**config.mk**
```make
export PLATFORM = sky130hd
export DESIGN_NAME = output_interface
export DESIGN_NICKNAME = d
export VERILOG_FILES = /design/src/rtl/router_pkg.sv /design/src/rtl/rr_arbiter.sv /design/src/rtl/output_interface.sv
export SDC_FILE = /design/constraint.sdc
export NUM_CORES = 1
export LEC_CHECK = 0
export BUFFER_PORTS_ARGS = -buffer_cell sky130_fd_sc_hd__buf_2
export CORE_AREA = 2 2 153 155
export DETAILED_ROUTE_END_ITERATION = 12
export DIE_AREA = 0 0 155 157
export GPL_TIMING_DRIVEN = 0
export PLACE_DENSITY = 0.71
export SYNTH_ARGS = -nofsm -noshare
export SYNTH_HDL_FRONTEND = slang
export SYNTH_HIERARCHICAL = 1
export SYNTH_SLANG_ARGS = --single-unit
```
**constraint.sdc**
```tcl
create_clock -name clk -period 15.8 [get_ports clk]
set_clock_uncertainty 0.2 [all_clocks]
set_input_delay 2.37 -clock clk [delete_from_list [all_inputs] [get_ports clk]]
set_output_delay 2.37 -clock clk [all_outputs]
set_load 0.02 [all_outputs]
```
**src/rtl/router_pkg.sv**
```systemverilog
// Shared router definitions: direction encodings, port indices, default widths.
package router_pkg;

    localparam int unsigned NUM_PORTS  = 5;
    localparam int unsigned DATA_WIDTH = 64;

    // One-hot direction codes, bit order L,R,U,D,PE from MSB to LSB
    localparam logic [4:0] DIR_L  = 5'b10000;
    localparam logic [4:0] DIR_R  = 5'b01000;
    localparam logic [4:0] DIR_U  = 5'b00100;
    localparam logic [4:0] DIR_D  = 5'b00010;
    localparam logic [4:0] DIR_PE = 5'b00001;

    // Bit positions of each source inside req_in / data_in / clear_o
    localparam int unsigned PORT_L  = 4;
    localparam int unsigned PORT_R  = 3;
    localparam int unsigned PORT_U  = 2;
    localparam int unsigned PORT_D  = 1;
    localparam int unsigned PORT_PE = 0;

    // Output buffer occupancy
    typedef enum logic {
        ST_EMPTY = 1'b0,
        ST_FULL  = 1'b1
    } oi_state_t;

endpackage

```
**src/rtl/rr_arbiter.sv**
```systemverilog
// Round-robin arbiter: searches downward from the pointer with wrap,
// pointer moves to the bit below the winner when the grant is taken.
module rr_arbiter #(
    parameter int unsigned NUM_PORTS = 5
) (
    input  logic                 clk,
    input  logic                 rst,
    input  logic [NUM_PORTS-1:0] req,
    input  logic                 adv,
    output logic [NUM_PORTS-1:0] grant
);

    localparam int unsigned PW = (NUM_PORTS > 1) ? $clog2(NUM_PORTS) : 1;

    logic [PW-1:0] ptr_q;
    logic [PW-1:0] next_ptr;
    logic [PW-1:0] idx_b;
    logic          found;
    int unsigned   ptr_u;
    int unsigned   idx;

    // First requesting bit in order ptr, ptr-1, ..., 0, N-1, ..., ptr+1
    always_comb begin
        grant    = '0;
        next_ptr = ptr_q;
        found    = 1'b0;
        idx      = 0;
        idx_b    = '0;
        ptr_u    = '0;
        ptr_u[PW-1:0] = ptr_q;
        for (int unsigned i = 0; i < NUM_PORTS; i++) begin
            idx = ptr_u + NUM_PORTS - i;
            if (idx >= NUM_PORTS) idx = idx - NUM_PORTS;
            idx_b = PW'(idx);
            if (!found && req[idx_b]) begin
                grant[idx_b] = 1'b1;
                found        = 1'b1;
                next_ptr     = (idx == 0) ? PW'(NUM_PORTS - 1) : PW'(idx - 1);
            end
        end
    end

    // Pointer register, reset to bit0 (PE)
    always_ff @(posedge clk) begin
        if (rst)      ptr_q <= '0;
        else if (adv) ptr_q <= next_ptr;
    end

endmodule

```
**src/rtl/output_interface.sv**
```systemverilog
// Output side of one router port: round-robin selection among the input
// interfaces, one-deep output buffer, buffer-clear return, so/ro link.
module output_interface
    import router_pkg::*;
#(
    parameter int unsigned          DATA_WIDTH = router_pkg::DATA_WIDTH,
    parameter int unsigned          NUM_PORTS  = router_pkg::NUM_PORTS,
    parameter logic [NUM_PORTS-1:0] DIRECTION  = router_pkg::DIR_L
) (
    input  logic                           clk,
    input  logic                           rst,
    input  logic [NUM_PORTS-1:0]           req_in,
    input  logic [NUM_PORTS*DATA_WIDTH-1:0] data_in,
    output logic [NUM_PORTS-1:0]           clear_o,
    output logic                           so,
    input  logic                           ro,
    output logic [DATA_WIDTH-1:0]          datao
);

    oi_state_t             state_q;
    logic [NUM_PORTS-1:0]  eligible;
    logic [NUM_PORTS-1:0]  grant;
    logic                  load;
    logic [DATA_WIDTH-1:0] sel_data;

    // No U-turn, and no regrant to a source whose req is still falling after its clear
    assign eligible = req_in & ~DIRECTION & ~clear_o;

    // Load when empty or when the held flit leaves on this edge
    assign load = ((state_q == ST_EMPTY) || ro) && (|grant);

    rr_arbiter #(
        .NUM_PORTS(NUM_PORTS)
    ) u_arb (
        .clk  (clk),
        .rst  (rst),
        .req  (eligible),
        .adv  (load),
        .grant(grant)
    );

    // Flit of the granted source
    always_comb begin
        sel_data = '0;
        for (int unsigned k = 0; k < NUM_PORTS; k++) begin
            if (grant[k]) sel_data = data_in[k*DATA_WIDTH +: DATA_WIDTH];
        end
    end

    // Buffer FSM, flit register and one-cycle clear pulse
    always_ff @(posedge clk) begin
        if (rst) begin
            state_q <= ST_EMPTY;
            datao   <= '0;
            clear_o <= '0;
        end else begin
            clear_o <= load ? grant : '0;
            case (state_q)
                ST_EMPTY: begin
                    if (load) begin
                        state_q <= ST_FULL;
                        datao   <= sel_data;
                    end
                end
                ST_FULL: begin
                    if (load) begin
                        datao <= sel_data;
                    end else if (ro) begin
                        state_q <= ST_EMPTY;
                    end
                end
                default: state_q <= ST_EMPTY;
            endcase
        end
    end

    assign so = (state_q == ST_FULL);

endmodule

```
==> reports/qor.yml <==
synth_edf_count: 0
num_rows: 55
ios: 398
cp_common_cell: "ha_1"
ctsHoldBuffers: 0
cts_tree: "built"
async_flop_share_pct: 0
whs_ps: 287
wl_um: 43300
dpl.hpwl_um: 35800
crit_path_max_fanout: 12
antenna_found_initial: 22
drive_gt1_share_pct: 33.9
critPathMaxStageDelay_ps: 630
synth_area_mm2: 0.00752
grt_max_degree: 13
gp_congestion: 0.965
fillers: 2321
numClockSinks: 73
min_path_cells: 2
fp.dieH_um: 157
yosysSeqAreaShare_pct: 19.4
worstPathRequired_ps: 15800
r2r-end: "u_arb/ptr_q[0]"
rsz0062_at_grt: "false"
ant_nets: 0
grt.total_usage_pct: 33.5
synth_flop_cell: "dfxtp_1"
post-cts-setup-buffers: 0
synth_area_leaders: "dfxtp_1 (19%), a221o_1 (8.4%), a221oi_1 (7.9%), o41ai_1 (7.6%), nor2b_1 (6.8%)"
worstHoldPathType: "reg2reg"
port_buffers: 396
dieArea_mm2: 0.0243
dr_total_vias: 10082
end_kind: "flip-flop"
yosysTopAreaCellShare_pct: 19.4
final-seq-area_mm2: 0.00146
status: "complete, no violations"
slew_viol_final: 0
die_w_um: 155
cts_max_path_buffers: 2
maxCapViolCount: 0
route.detailed.drc: 0
critPathArrivalTime_ps: 8220
finalCritPeriodShare_pct: 52.1
core_mm2: 0.0225
netlist_instances: 961
worstHoldStart: "datao[0]"
clk_pin_slew_ps: 60
vias_per_cell: 6.00
first_pass_iters: 5
hold_viol: 0
start_util_pct: 33.4
nets: 1728
whs_endpoint: "datao[0]"
setup_violations: 0
numPlacedInstances: 1649
regToRegSetupSlack_ps: 7570
worstSetupPathType: "reg2reg"
fmaxAchievable_ghz: 0.122
critPathLaunchType: "flip-flop"
syn_avg_cell_area_um2: 7.82
synth_top_area_cell: "dfxtp_1"
layout_min_cycle_time_ps: 8230
tightestPinTransition_ps: 1040
htreeDepth: 3
cts_buffers: 9
r2r_start: "u_arb/ptr_q[0]"
relSlewSlack_pct: 29.0
syn_to_final_growth_pct: 36.2
grt_pass1_vias: 9259
slowest_stage: "buf_1"
ys_ff_latch: 73
overflow: 0
grt_pass1_wl_um: 60700
finalNonFillerCells: 1680
insertion_delay_ps: 350
final.setup.tns_ps: 0
cts_root_buf: "clkbuf_16"
synth_cell_types: 83
yosysWarnings: 6
reg2regPathDepth: 29
multi_input_area_mm2: 0.00532
cts_resized: 0
wire_per_inst_um: 25.8
drt_iter0_drc: 1036
-- stage by stage --
step / setup slack [ps] / utilization, % / area, um^2
2_1_floorplan: 9580 / - / 7540
3_3_place_gp: 7720 / 43.9 / 9880
3_5_place_dp: 7760 / 43.9 / 9880
4_1_cts: 7700 / 45.3 / 10200
5_1_grt: 7190 / 45.4 / 10200
6_report: 7570 / 45.5 / 10200
-- Yosys cell counts (6+ instances only) --
| library cell | n |
|---|---|
| nor2b_1 | 82 |
| buf_4 | 9 |
| ha_1 | 25 |
| buf_1 | 9 |
| and2_1 | 11 |
| dfxtp_1 | 73 |
| mux2i_1 | 14 |
| nand3b_1 | 67 |
| a211oi_1 | 6 |
| nor2_1 | 28 |
| inv_1 | 78 |
| xnor2_1 | 13 |
| nor3_1 | 10 |
| a221oi_1 | 68 |
| a21oi_1 | 86 |
| nand3_1 | 10 |
| o41ai_1 | 65 |
| a31oi_1 | 9 |
| o21ai_0 | 12 |
| buf_2 | 19 |
| or3_1 | 7 |
| nand2b_1 | 16 |
| clkbuf_1 | 65 |
| a221o_1 | 63 |
| nand2_1 | 27 |
-- state kept, by name (all words and copies together) (netlist names) --
name         flops
u_arb/ptr_q      3
datao           64
so               1
clear_o          5
-- metal layers --
layer | wire [um] | part of all wire, % | GRT usage, %
met1 | 17400 | 40 | 44.2
met2 | 19400 | 45 | 51.9
met3 | 5360 | 12 | 12.3
met4 | 1000 | 2.3 | 8.16
met5 | 111 | 0.26 | 0
-- cell usage in the layout, fill, tap and decap left out, types with 7 or more instances in the layout --
cell and count:
buf_1 9, nand2b_1 16, dfxtp_1 73, nor2_1 28, a221o_1 63, ha_1 25
nand3_1 10, clkbuf_16 9, nor3_1 10, diode_2 16, nand3b_1 67, nand2_1 27
nor2b_1 82, clkbuf_1 66, a21oi_1 86, or3_1 7, inv_1 78, xnor2_1 13
buf_4 9, buf_2 415, conb_1 8, o41ai_1 65, and2_1 11, mux2i_1 14
a221oi_1 68, o21ai_0 12, a31oi_1 9
-- cells by family (layout without fill, tap and decap cells) --
family	after synthesis	after routing	share of synthesized area, %
AOI/OAI and AO/OA	360	360	38.1
and+or+nand+nor	284	284	23.5
buffers and inverters	185	596	10.2
DFF	73	73	19.4
adders and majority gates	25	25	4.16
muxes	17	17	2.35
xor gates and xnor gates	16	16	2.21
other	1	24	0.0499
-- how the worst max path moves through the flow --
stage | startpoint | endpoint | slack, ps | cells past startpoint
global route | u_arb/ptr_q[0] | u_arb/ptr_q[0] | 7190 | 29
CTS | u_arb/ptr_q[0] | u_arb/ptr_q[0] | 7700 | 29
global placement | u_arb/ptr_q[0] | u_arb/ptr_q[0] | 7720 | 29
detailed placement | u_arb/ptr_q[0] | u_arb/ptr_q[0] | 7760 | 29
finish | u_arb/ptr_q[0] | u_arb/ptr_q[0] | 7570 | 29
floorplan | u_arb/ptr_q[0] | u_arb/ptr_q[0] | 9580 | 29
-- worst max-delay path: cells and delay by family (launching register included) --
family                   cells  cell delay (ps)
multiplexers                 1              360
buffers and inverters        9             2520
AO/OA/AOI/OAI                9             2200
AND/OR/NAND/NOR              7             1330
adder cells (fa/ha/maj)      3             1070
flip-flops                   1              400
-- layout make-up --
type | count | area share (%)
Multi-Input combinational cell | 710 | 51.9
Timing Repair Buffer | 396 | 19.4
Sequential cell | 73 | 14.3
Buffer | 104 | 4.52
Tap cell | 285 | 3.48
Inverter | 81 | 2.97
Clock buffer | 11 | 2.37
Clock inverter | 4 | 0.745
Antenna cell | 16 | 0.391
Power is not shown: default switching activity piles up to over one toggle a cycle in this logic, so the estimate is an artifact.
